File: src/rtl/ib_lut_pkg.sv
// Shared constants and loader state encoding for the CNU information-bottleneck LUT.
// Word packing (WORD_W/PACK) is derived here so the loader and unpacker agree on it.
package ib_lut_pkg;

    localparam int QUAN_SIZE   = 4;
    localparam int IB_ADDR     = 8;
    localparam int CARDINALITY = 1 << QUAN_SIZE;
    localparam int RAM_DEPTH   = 1 << IB_ADDR;
    localparam int WORD_W      = 16;
    localparam int PACK        = WORD_W / QUAN_SIZE;

    typedef enum logic [1:0] {
        ST_IDLE  = 2'd0,
        ST_LOAD  = 2'd1,
        ST_WRITE = 2'd2,
        ST_DONE  = 2'd3
    } loader_state_e;

endpackage

File: src/rtl/ib_word_unpacker.sv
// Holds one packed LUT word and presents its entries LSB-first, one per shift.
// last flags the final entry of the word so the loader knows when to fetch again.
module ib_word_unpacker
    import ib_lut_pkg::*;
(
    input  logic                 sys_clk,
    input  logic                 sys_rst,
    input  logic                 load,
    input  logic                 shift,
    input  logic [WORD_W-1:0]    word,
    output logic [QUAN_SIZE-1:0] entry,
    output logic                 last
);

    localparam int ENT_W = (PACK > 1) ? $clog2(PACK) : 1;

    logic [WORD_W-1:0] shift_q;
    logic [ENT_W-1:0]  ent_cnt;

    always_ff @(posedge sys_clk) begin
        if (sys_rst) begin
            shift_q <= '0;
            ent_cnt <= '0;
        end else if (load) begin
            shift_q <= word;
            ent_cnt <= '0;
        end else if (shift) begin
            shift_q <= shift_q >> QUAN_SIZE;
            ent_cnt <= ent_cnt + ENT_W'(1);
        end
    end

    assign entry = shift_q[QUAN_SIZE-1:0];
    assign last  = (ent_cnt == ENT_W'(PACK - 1));

endmodule

File: src/rtl/cnu_ib_ram_loader.sv
// Streams packed IB LUT words into the CNU LUT RAM write port, one entry per cycle.
// Optional IB_LOADER_CHECKSUM_EN adds a 12-bit entry sum compared against exp_checksum.
//
// state    | meaning
// ST_IDLE  | waiting for load_start
// ST_LOAD  | in_ready high, waiting for an input word
// ST_WRITE | writing the PACK entries of the held word
// ST_DONE  | one-cycle load_done pulse after the last entry
module cnu_ib_ram_loader
    import ib_lut_pkg::*;
(
    input  logic                 sys_clk,
    input  logic                 sys_rst,
    input  logic                 load_start,
    input  logic                 load_abort,
    input  logic [WORD_W-1:0]    in_word,
    input  logic                 in_valid,
    output logic                 in_ready,
    output logic                 ram_we,
    output logic [IB_ADDR-1:0]   ram_waddr,
    output logic [QUAN_SIZE-1:0] ram_wdata,
    output logic                 load_busy,
    output logic                 load_done
`ifdef IB_LOADER_CHECKSUM_EN
    ,
    input  logic [11:0]          exp_checksum,
    output logic                 checksum_ok
`endif
);

    if (RAM_DEPTH != (1 << IB_ADDR) || (RAM_DEPTH % PACK) != 0 ||
        (WORD_W % QUAN_SIZE) != 0 || CARDINALITY != (1 << QUAN_SIZE)) begin : g_bad_cfg
        $error("cnu_ib_ram_loader: inconsistent ib_lut_pkg geometry");
    end

    loader_state_e        state_q, state_d;
    logic [IB_ADDR-1:0]   addr_q;
    logic                 start_acc;
    logic                 take;
    logic                 wr;
    logic [QUAN_SIZE-1:0] entry;
    logic                 last;

    assign start_acc = (state_q == ST_IDLE) && load_start && !load_abort;
    assign take      = (state_q == ST_LOAD) && in_valid && !load_abort;
    assign wr        = (state_q == ST_WRITE);

    always_ff @(posedge sys_clk) begin
        if (sys_rst) state_q <= ST_IDLE;
        else         state_q <= state_d;
    end

    always_comb begin
        state_d   = state_q;
        in_ready  = 1'b0;
        ram_we    = 1'b0;
        load_busy = 1'b0;
        load_done = 1'b0;
        case (state_q)
            ST_IDLE: begin
                if (load_start) state_d = ST_LOAD;
            end
            ST_LOAD: begin
                in_ready  = 1'b1;
                load_busy = 1'b1;
                if (in_valid) state_d = ST_WRITE;
            end
            ST_WRITE: begin
                ram_we    = 1'b1;
                load_busy = 1'b1;
                // Address reaching all-ones on the last entry means it wraps to 0: table complete.
                if (last) state_d = (addr_q == '1) ? ST_DONE : ST_LOAD;
            end
            ST_DONE: begin
                load_done = 1'b1;
                load_busy = 1'b1;
                state_d   = ST_IDLE;
            end
            default: state_d = ST_IDLE;
        endcase
        if (load_abort) state_d = ST_IDLE;
    end

    always_ff @(posedge sys_clk) begin
        if (sys_rst)        addr_q <= '0;
        else if (start_acc) addr_q <= '0;
        else if (wr)        addr_q <= addr_q + IB_ADDR'(1);
    end

    ib_word_unpacker u_unpacker (
        .sys_clk (sys_clk),
        .sys_rst (sys_rst),
        .load    (take),
        .shift   (wr),
        .word    (in_word),
        .entry   (entry),
        .last    (last)
    );

    assign ram_waddr = addr_q;
    assign ram_wdata = entry;

`ifdef IB_LOADER_CHECKSUM_EN
    logic [11:0] sum_q;

    always_ff @(posedge sys_clk) begin
        if (sys_rst) begin
            sum_q       <= '0;
            checksum_ok <= 1'b0;
        end else if (start_acc) begin
            sum_q       <= '0;
            checksum_ok <= 1'b0;
        end else begin
            if (wr) sum_q <= sum_q + 12'(entry);
            if (state_q == ST_DONE) checksum_ok <= (sum_q == exp_checksum);
        end
    end
`endif

endmodule

File: config.mk
export PLATFORM = sky130hd
export DESIGN_NAME = cnu_ib_ram_loader
export DESIGN_NICKNAME = d
export VERILOG_FILES = /design/src/rtl/ib_lut_pkg.sv /design/src/rtl/ib_word_unpacker.sv /design/src/rtl/cnu_ib_ram_loader.sv
export SDC_FILE = /design/constraint.sdc
export NUM_CORES = 1
export LEC_CHECK = 0
export CORE_MARGIN = 2
export CORE_UTILIZATION = 40
export DETAILED_ROUTE_END_ITERATION = 10
export HOLD_SLACK_MARGIN = 0.1
export PLACE_DENSITY = 0.66
export RECOVER_POWER = 25
export SETUP_SLACK_MARGIN = 0.2
export SYNTH_ARGS = -nofsm -noshare
export SYNTH_HDL_FRONTEND = slang
export SYNTH_SLANG_ARGS = --single-unit
File: constraint.sdc
create_clock -name sys_clk -period 1.5 [get_ports sys_clk]
set_clock_uncertainty 0.1 [all_clocks]
set_input_delay 0.3 -clock sys_clk [delete_from_list [all_inputs] [get_ports sys_clk]]
set_output_delay 0.3 -clock sys_clk [all_outputs]
set_load 0.03 [all_outputs]
-- After elaboration in Yosys (flattened, before gate mapping)
Index checks and enable logic that the tools add are counted.
W data, S select, Z words.
- output and inout port bits: 16
- input bits: 21
- register bits: 28
- word-level logic and storage cells: 37
- multiplexer cells: 11
- add/sub/neg operators: 2
- equality and inequality tests: 8
- reductions and logical operators: 12
- operators with widths (cell ; number):
    $mux W16 ; 2
    $add A8 B1 Y8 const B ; 1
    $eq A8 B8 Y1 const B ; 1
    $mux W2 ; 4
    $pmux W2 S4 ; 1
    $eq A2 B2 Y1 const B ; 3
    $ne A2 B2 Y1 const B ; 3
    $reduce_or A2 Y1 ; 3
    $logic_and A1 B1 Y1 ; 4
    $mux W1 ; 4
    $reduce_and A3 Y1 ; 1
    $reduce_or A3 Y1 ; 1
    $add A2 B1 Y2 const B ; 1
    $eq A2 B1 Y1 const B ; 1
    $logic_not A2 Y1 ; 1
    $reduce_bool A2 Y1 ; 1
    $logic_not A1 Y1 ; 1

-- Logic depth before layout (Yosys ltp)
Gate-level depths: netlist (run 1).
- word-level depth: 4
- depth in mapped cells: 6
- depth with buffers taken out: 4

-- By module
Synthesis (run 1) repeated with hierarchy kept, for this count alone.
- cell total of the unflattened synthesis: 144
- area total of the unflattened synthesis: 1371.3 µm²
- by module, submodules not included (module ; cells an instance ; area an instance (µm²) ; seq. area each (µm²) ; times used):
    ib_word_unpacker ; 83 ; 850.8 ; 360.3 ; 1
    cnu_ib_ram_loader ; 61 ; 520.5 ; 200.2 ; 1

-- Worst setup path after synthesis (run 1)
OpenSTA, ideal clock, no wires.
- path type: reg-to-reg
- start: register addr_q[0] (netlist: ram_waddr[0])
- end: register addr_q[6] (netlist: ram_waddr[6])
- stages on the path, launching flop included: 5
- library setup time: 0.070 ns
- path buffers: 0
- period minus slack after synthesis: 1.561 ns
- path slack: -0.061 ns
- data arrival time: 1.391 ns
- required time: 1.330 ns
- cell sequence: dfxtp_1 > ha_1 > nand4b_1 > or3_1 > a21oi_1
- cells in the longest elaborated chain, start to end: 1
- RTL lines (item ; line ; source):
    start, declared ; cnu_ib_ram_loader.sv:37 ; logic [IB_ADDR-1:0] addr_q;
    start signal, assigned ; cnu_ib_ram_loader.sv:87 ; else if (wr) addr_q <= addr_q + IB_ADDR'(1);
    $add A8 B1 Y8 ; cnu_ib_ram_loader.sv:87 ;
No other way between the ends.
A chain may end at the register's enable or synchronous reset.

-- Worst setup path after layout (run 1)
- start: register state_q[1]
- end: register u_unpacker.shift_q[1]
- cells in the longest elaborated chain, start to end: 4
- elaborated cells on any way between the ends: 6
- classes of those cells: eq/ne: 2; mux: 1; reduce/logical: 3
- RTL lines (item ; line ; source):
    start, declared ; cnu_ib_ram_loader.sv:36 ; loader_state_e state_q, state_d;
    start signal, assigned ; cnu_ib_ram_loader.sv:50 ; else state_q <= state_d;
    $eq A2 B1 Y1 ; cnu_ib_ram_loader.sv:45 ; assign take = (state_q == ST_LOAD) && in_valid && !load_abort;
    $logic_and A1 B1 Y1 (2 in series) ; cnu_ib_ram_loader.sv:45 ;
    $mux W16 or $reduce_bool A2 Y1 (tied branches) ; -- ;
    end signal, assigned ; ib_word_unpacker.sv:25 ; shift_q <= word;
    end signal, assigned ; ib_word_unpacker.sv:28 ; shift_q <= shift_q >> QUAN_SIZE;
    end, declared ; ib_word_unpacker.sv:17 ; logic [WORD_W-1:0] shift_q;
Several ways; a longest one is shown, not always the timed one.

==> results of run 1 <==
registers in the layout, summed over array words and instances (netlist names):
register and cells:
state_q 2, ram_waddr 8, u_unpacker.shift_q 16, u_unpacker.ent_cnt 2
cells in the final DEF (no fill, tap or decap), types with 2 or more instances in the layout:
cell type         n
or4_4             2
a21oi_2           6
inv_1             2
nand2_1           6
dfxtp_1          14
buf_4            19
buf_12            6
nand3_1          16
a22oi_1           6
dfxtp_4           5
nor3_2            3
xnor2_1           2
o31ai_1           2
clkbuf_4          4
or3_1             3
ha_1              2
buf_6            18
buf_8             2
mux2i_1           2
clkbuf_16         2
a21oi_1          16
clkdlybuf4s50_1  20
o21ai_0           3
nor2_1            4
a22oi_2           6
dfxtp_2           9
stage by stage:
stage,total power [mW],worst slack [ps]
after floorplan,0.8659,130.4
after global placement,0.9503,-179.2
after detailed placement,0.9551,-197.7
after CTS,1.468,-107.9
after global routing,1.580,-243.9
final,1.545,-213.3
layout make-up:
class | instances | area share [%]
clock buffers | 3 | 1.003
multi-input cells | 101 | 34.54
inverters | 3 | 0.6128
flip-flops and latches | 28 | 26.30
repair buffers | 69 | 33.76
well taps | 44 | 2.451
clock inverters | 1 | 1.337
final timing paths:
check                                           start  cells after the start               endpoint  slack (ps)
worst min-delay path            u_unpacker.shift_q[6]                      2  u_unpacker.shift_q[6]         380
worst max register to register             state_q[1]                      8  u_unpacker.shift_q[1]        -210
worst min register to register  u_unpacker.shift_q[6]                      2  u_unpacker.shift_q[6]         380
worst max-delay path                       state_q[1]                      8  u_unpacker.shift_q[1]        -210
power groups by stage:
stage | Sequential [mW] | Clock [mW] | Combinational, mW
after global placement | 0.778 | 0 | 0.172
after floorplan | 0.776 | 0 | 0.0900
final | 0.761 | 0.520 | 0.264
after global routing | 0.762 | 0.541 | 0.276
after detailed placement | 0.780 | 0 | 0.176
after CTS | 0.760 | 0.510 | 0.199
logic make-up after synthesis:
kind of cell / Yosys count
AO/OA/AOI/OAI: 44
XOR/XNOR: 3
adder cells (fa/ha/maj): 2
buffers and inverters: 18
flip-flops: 28
multiplexers: 2
AND/OR/NAND/NOR: 50
per-layer routing:
metal | routed length (microns) | up-vias
met3 | 180 | 10
met2 | 2155 | 49
li1 | - | 646
met1 | 1751 | 657
met5 | 0 | -
met4 | 96 | 0
critical path: stages, from the launching register on:
cell	delay [ps]
dfxtp_4	390
buf_6	110
buf_6	110
buf_6	110
and4bb_2	320
buf_12	130
buf_8	130
a22oi_2	60
a21oi_1	180
repair_timing:
action,CTS,global route
pin swaps,7,15
setup endpoints to repair,43,43
gates cloned,0,2
gates resized for setup,81,57
setup buffers,8,14
==> flow_metrics.py, run 1 <==
metrics = {
    "outcome": {
        "status": "complete, but fails checks",
        "violations": "setup timing",
    },
    "synthesis": {
        "synth_cells": 147,
        "yosysSeqAreaShare_pct": 43.04,
        "synth-simple-area-share_pct": 22.29,
        "synth_compound_area_share_pct": 21.04,
        "yosysWarnings": 0,
        "yosys-top-cells-count": "dfxtp_1, a21oi_1, nand3_1",
        "synth_fa_ha_area_share_pct": 1.921,
        "ys.flop_type": "dfxtp_1",
        "synth_edf_count": 0,
        "synth_area_leaders": "dfxtp_1, a21oi_1, a22oi_1, nand3_1, buf_4",
        "synth-xor-area-share_pct": 2.017,
        "synth_top_family_by_area": "simple AND/OR/NAND/NOR gates",
        "synth_top_area_cell": "dfxtp_1",
        "syn_area_sq_mm": 0.001302,
        "avgSynthCellArea_sq_um": 8.861,
        "synth_cell_types": 37,
        "yosysMostFrequentCell": "dfxtp_1",
        "synth_top_area_share_pct": 43.04,
        "synthArstFlopShare_pct": 0,
        "ys_ff_latch": 28,
        "synth_nets": 170,
        "synth_mux_area_share_pct": 1.537,
    },
    "placement": {
        "dp_hpwl_microns": 2093,
        "dpl_cell_area_sq_mm": 0.001745,
        "io_buffers": 36,
        "place.gp.congestion": 0.7366,
        "dp_cells": 221,
    },
    "pwr": {
        "sw_frac_of_total_pct": 24.05,
        "intPower_mw": 1.173,
        "power_frac_clock_pct": 33.7,
        "peakVddDrop_v": 0.0006977,
        "power_density_mw_per_mm2": 687.7,
        "power_switching_uw": 371.5,
        "power_leakage_nw": 0.8845,
        "pwr-share-seq_pct": 49.2,
        "comb_power_share_pct": 17.1,
    },
    "clock_tree": {
        "clkLatencyLatePin_ps": 340,
        "cts_buffers": 3,
        "cts_tree": "built",
        "cts-hold-fix-buffers": 0,
        "clk_path_buf_depth": 2,
        "cts.sinks": 28,
        "clk_pin_slew_ps": 170,
        "cts_root_buf": "clkbuf_4",
        "htreeDepth": 1,
    },
    "cells_and_area": {
        "n_antenna_cell": 0,
        "drive_gt1_share_pct": 47.32,
        "multiInputGateArea_sq_um": 775.7,
        "fin_nets": 229,
        "synthToLayoutAreaGrowth_pct": 72.43,
        "ff_latch_area_sq_um": 590.6,
        "design_area_sq_mm": 0.002246,
        "fin_cells": 249,
        "n_fill_cell": 219,
        "final_util_pct": 72.97,
    },
    "global_routing": {
        "grt-busiest-layer": "met2",
        "met2_usage_pct": 31.00,
        "grt_overflow": 0,
        "met1_usage_pct": 22.06,
        "grt_pass1_vias": 1170,
        "antenna_found_initial": 0,
        "grt_use_met3_pct": 3.151,
        "grt_max_degree": 20,
        "grt_use_total_pct": 18.11,
        "grt_pass1_wl_microns": 5064,
    },
    "drt": {
        "routed_via_density": 5.470,
        "first_pass_iters": 4,
        "vias": 1362,
        "wl_per_cell_microns": 16.80,
        "routed_wl_microns": 4184,
        "drc": 0,
        "drtIter0Drc": 112,
        "ant_nets": 0,
    },
    "worst_setup_path": {
        "worst-path-max-fanout": 8,
        "worstSetupPathType": "reg -> reg",
        "worstPathArrival_ps": 1880,
        "cp.required_ps": 1670,
        "start_kind": "register",
        "cp-end-kind": "register",
    },
    "floorplanning": {
        "row_count": 20,
        "die_area_sq_mm": 0.003729,
        "dieHeight_microns": 61.07,
        "die_w_microns": 61.07,
        "num_io_pins": 37,
        "initial_core_util_pct": 42.32,
        "core-area_sq_mm": 0.003078,
    },
    "timing": {
        "relSlewSlack_pct": 81.29,
        "tightest_slew_ps": 279.9,
        "fin_setup_tns_ps": -2741,
        "drv_slew": 0,
        "timing.final.crit_share_pct": 114.2,
        "final.setup.worst_slack_ps": -213.3,
        "hold_viol": 0,
        "finalSetupViolCount": 25,
        "rsz0062_at_grt": "true",
        "clock.fmax_ghz": 0.5837,
        "holdWs_ps": 377.8,
        "period_minus_slack_ps": 1713,
    },
    "job": {
        "drv_cap": 0,
    },
    "hold_path": {
        "hp-class": "reg -> reg",
    },
}
No activity file was read; power rests on OpenSTA's default activity.
==> inputs of run 2 (changes only) <==
CORE_UTILIZATION = 45   (was 40)
PLACE_DENSITY = 0.73   (was 0.66)
==> flow_metrics.py, run 2 (synthesized netlist as in run 1, its figures left out) <==
metrics = {
    "global_routing": {
        "met2_usage_pct": 44.81,
        "grt_use_total_pct": 23.79,
        "met1_usage_pct": 25.84,
        "grt_pass1_vias": 1361,
        "grt_overflow": 0,
        "grt_max_degree": 19,
        "antenna_found_initial": 0,
        "grt-busiest-layer": "met2",
        "grt_use_met3_pct": 3.795,
        "grt_pass1_wl_microns": 6127,
    },
    "floorplanning": {
        "dieHeight_microns": 57.80,
        "row_count": 19,
        "die_w_microns": 57.80,
        "die_area_sq_mm": 0.003341,
        "initial_core_util_pct": 47.23,
        "num_io_pins": 37,
        "core-area_sq_mm": 0.002758,
    },
    "job": {
        "drv_cap": 0,
    },
    "worst_setup_path": {
        "crit_chain": "buf_6 -> or2_4 -> buf_6",
        "cp-end-kind": "primary output",
        "cp.required_ps": 1100,
        "crit_top_cell": "buf_6",
        "reg2reg_setup_slack_ps": -30,
        "slowest_stage": "dfxtp_4",
        "worstPathArrival_ps": 1220,
        "start_kind": "register",
        "max_stage_delay_ps": 390,
        "worstSetupPathType": "reg -> out",
        "worst-path-max-fanout": 4,
    },
    "clock_tree": {
        "cts_tree": "built",
        "htreeDepth": 1,
        "cts-hold-fix-buffers": 0,
        "cts.sinks": 28,
        "cts_buffers": 3,
        "cts_root_buf": "clkbuf_4",
        "clkLatencyLatePin_ps": 340,
        "clk_pin_slew_ps": 160,
        "clk_path_buf_depth": 2,
    },
    "cells_and_area": {
        "most-common-layout-cells": "clkdlybuf4s50_1, dfxtp_1, buf_4, nand3_1, buf_6",
        "n_fill_cell": 197,
        "n_antenna_cell": 0,
        "fin_cells": 228,
        "largest_register_ff_count": 16,
        "regMostFlops": "u_unpacker.shift_q",
        "fin_nets": 221,
        "final_util_pct": 76.86,
        "synthToLayoutAreaGrowth_pct": 62.73,
        "drive_gt1_share_pct": 39.59,
    },
    "placement": {
        "io_buffers": 36,
        "post-place-ws_ps": -197.7,
        "dp_cells": 207,
        "place.gp.congestion": 0.8288,
        "dp_hpwl_microns": 2219,
    },
    "timing": {
        "fin_setup_tns_ps": -333.0,
        "hold_viol": 0,
        "period_minus_slack_ps": 1616,
        "clock.fmax_ghz": 0.6190,
        "holdWs_ps": 190.6,
        "tightest_slew_ps": 290.3,
        "relSlewSlack_pct": 80.60,
        "finalSetupViolCount": 12,
        "timing.final.crit_share_pct": 107.7,
        "drv_slew": 0,
        "rsz0062_at_grt": "true",
        "final.setup.worst_slack_ps": -115.6,
    },
    "outcome": {
        "violations": "setup timing",
        "status": "complete, but fails checks",
    },
    "drt": {
        "drtIter0Drc": 62,
        "ant_nets": 0,
        "routed_wl_microns": 3755,
        "drc": 0,
        "wl_per_cell_microns": 16.47,
        "vias": 1365,
        "first_pass_iters": 4,
        "routed_via_density": 5.987,
    },
    "hold_path": {
        "hp-class": "in -> reg",
    },
    "pwr": {
        "power_density_mw_per_mm2": 705.1,
        "peakVddDrop_v": 0.0007222,
        "power_leakage_nw": 0.8025,
    },
}
## run 2: where the power goes
part / internal [mW] / switching [mW] / total (mW)
clock network: 0.270 / 0.236 / 0.506
registers: 0.745 / 0.0119 / 0.757
logic: 0.134 / 0.0980 / 0.232
## run 2: final cells by class
type	instances	area (sq um)	area share, %
Tap cell	31	38.79	1.830
Clock inverter	1	30.03	1.417
Sequential cell	28	589.3	27.80
Multi-Input combinational cell	101	747.0	35.24
Clock buffer	3	22.52	1.063
Timing Repair Buffer	61	678.2	32.00
Inverter	3	13.76	0.6494
## run 2: metal layers
layer  share of wire [%]  wire (microns)
met2                  54            2044
met1                  40            1493
met4                 1.5              55
met5                   0               0
met3                 4.3             161
## run 2: final timing paths
path                               start                     end  cells after the start
hold / removal                load_abort              state_q[0]                      3
setup / recovery              state_q[1]               load_busy                      3
hold reg to reg   u_unpacker.shift_q[11]  u_unpacker.shift_q[11]                      2
setup reg to reg              state_q[1]            ram_waddr[0]                      6
## run 2: repair_timing
action | in CTS | in global routing
pin swaps | 8 | 5
setup endpoints to repair | 44 | 42
buffers inserted | 11 | 4
gates resized for setup | 102 | 25
hold endpoints to repair | 0 | 0
gates cloned | 2 | 0
## run 2: critical path: cells and delay by family, from the launching register on
family | cells | cell delay, ps
flops | 1 | 390
buf+inv | 2 | 260
simple gates | 1 | 220
## run 2: through the flow
step,cell area (sq um),power [mW]
global placement,1722,0.9502
global route,2120,1.545
floorplan,1330,0.8659
CTS,2009,1.481
detailed placement,1722,0.9538
finish,2120,1.495
==> inputs of run 3 (changes only) <==
ABC_CLOCK_PERIOD_IN_PS = 1500   (was default)
CAP_MARGIN = 0   (was default)
MAX_ROUTING_LAYER = met4   (was default)
==> flow_metrics.py, run 3 (synthesized netlist as in run 1, its figures left out) <==
metrics = {
    "clock_tree": {
        "clk_path_buf_depth": 2,
        "cts-hold-fix-buffers": 0,
        "cts_tree": "built",
        "cts_root_buf": "clkbuf_4",
        "clk_pin_slew_ps": 150,
        "cts.sinks": 28,
        "htreeDepth": 1,
        "clkLatencyLatePin_ps": 330,
        "cts_buffers": 3,
    },
    "timing": {
        "drv_slew": 0,
        "hold_viol": 0,
        "holdWs_ps": 201.4,
        "period_minus_slack_ps": 1608,
        "finalSetupViolCount": 12,
        "final.setup.worst_slack_ps": -107.6,
        "rsz0062_at_grt": "true",
        "timing.final.crit_share_pct": 107.2,
        "relSlewSlack_pct": 80.94,
        "clock.fmax_ghz": 0.6220,
        "tightest_slew_ps": 283.8,
    },
    "cells_and_area": {
        "fin_nets": 222,
        "largest_register_ff_count": 16,
        "final_util_pct": 77.22,
        "layout_commonest_cell": "clkdlybuf4s50_1",
        "most-common-layout-cells": "clkdlybuf4s50_1, buf_4, nand3_1, a21oi_1, buf_6",
        "synthToLayoutAreaGrowth_pct": 63.50,
        "fin_cells": 229,
        "regMostFlops": "u_unpacker.shift_q",
        "n_antenna_cell": 0,
        "drive_gt1_share_pct": 41.41,
    },
    "drt": {
        "vias": 1333,
        "routed_via_density": 5.821,
        "first_pass_iters": 4,
        "ant_nets": 0,
        "wl_per_cell_microns": 16.08,
        "drtIter0Drc": 67,
        "drc": 0,
        "routed_wl_microns": 3683,
    },
    "placement": {
        "dp_hpwl_microns": 2219,
        "io_buffers": 36,
        "dp_cells": 207,
        "place.gp.congestion": 0.8414,
    },
    "outcome": {
        "status": "complete, but fails checks",
        "violations": "setup timing",
    },
    "floorplanning": {
        "die_w_microns": 57.80,
        "core-area_sq_mm": 0.002758,
        "row_count": 19,
        "die_area_sq_mm": 0.003341,
        "initial_core_util_pct": 47.23,
        "num_io_pins": 37,
        "dieHeight_microns": 57.80,
    },
    "global_routing": {
        "grt_overflow": 0,
        "grt_max_degree": 19,
        "grt_pass1_wl_microns": 6127,
        "grt_pass1_vias": 1364,
        "grt_use_total_pct": 24.46,
        "antenna_found_initial": 0,
    },
    "worst_setup_path": {
        "worstSetupPathType": "reg -> out",
        "crit_chain": "buf_6 -> or2_4 -> buf_6",
        "cp-end-kind": "primary output",
        "max_stage_delay_ps": 390,
        "start_kind": "register",
        "slowest_stage": "dfxtp_4",
        "cp.required_ps": 1100,
        "crit_top_cell": "buf_6",
        "worstPathArrival_ps": 1210,
        "worst-path-max-fanout": 4,
    },
    "pwr": {
        "power_density_mw_per_mm2": 699.5,
        "peakVddDrop_v": 0.0007504,
        "power_leakage_nw": 0.8108,
    },
    "hold_path": {
        "hp-class": "in -> reg",
    },
    "job": {
        "drv_cap": 0,
    },
}
## run 3: layout make-up
| cell class | count | area, sq um |
|---|---|---|
| clock inverter | 1 | 30.03 |
| tap | 31 | 38.79 |
| sequential | 28 | 595.6 |
| multi-input combinational | 101 | 739.5 |
| clock buffer | 3 | 22.52 |
| fill | 188 | 628.1 |
| timing repair buffer | 62 | 689.4 |
| inverter | 3 | 13.76 |
## run 3: repair_timing
action	4_1_cts	5_1_grt
pin swaps	8	4
gates cloned	2	0
gates resized for setup	102	24
setup endpoints to repair	44	42
buffers inserted	11	5
## run 3: layer usage
layer,up-vias,global-route usage [%],wire [microns]
met5,-,-,0
met4,0,10.63,53
met3,7,3.571,197
met2,52,44.81,1979
met1,643,25.84,1454
li1,631,-,-
## run 3: worst max-delay path: cells and delay by family, from the launching register on
kind / cells / cell delay, ps
buf+inv: 2 / 260
flops: 1 / 390
simple gates: 1 / 230
## run 3: worst paths after layout
| path | startpoint | endpoint | slack (ps) | cells past startpoint |
|---|---|---|---|---|
| hold reg to reg | u_unpacker.shift_q[0] | u_unpacker.shift_q[0] | 380 | 2 |
| setup / recovery | state_q[1] | load_busy | -110 | 3 |
| setup reg to reg | state_q[1] | ram_waddr[6] | -70 | 7 |
| hold / removal | load_abort | state_q[0] | 200 | 3 |
## run 3: per-stage QoR
stage               setup TNS (ps)  setup slack, ps  power (mW)  area (sq um)
global route                 -1563           -155.9       1.555          2130
floorplan                        0            130.4      0.8659          1330
detailed placement           -2602           -197.7      0.9538          1722
global placement             -2188           -166.6      0.9502          1722
CTS                         -216.4           -129.3       1.481          2009
finish                      -706.6           -107.6       1.490          2130
## run 3: where the power goes
| group | switching [mW] | internal [mW] |
|---|---|---|
| clock | 0.227 | 0.271 |
| combinational | 0.0984 | 0.138 |
| sequential | 0.0117 | 0.745 |
| total | 0.337 | 1.15 |
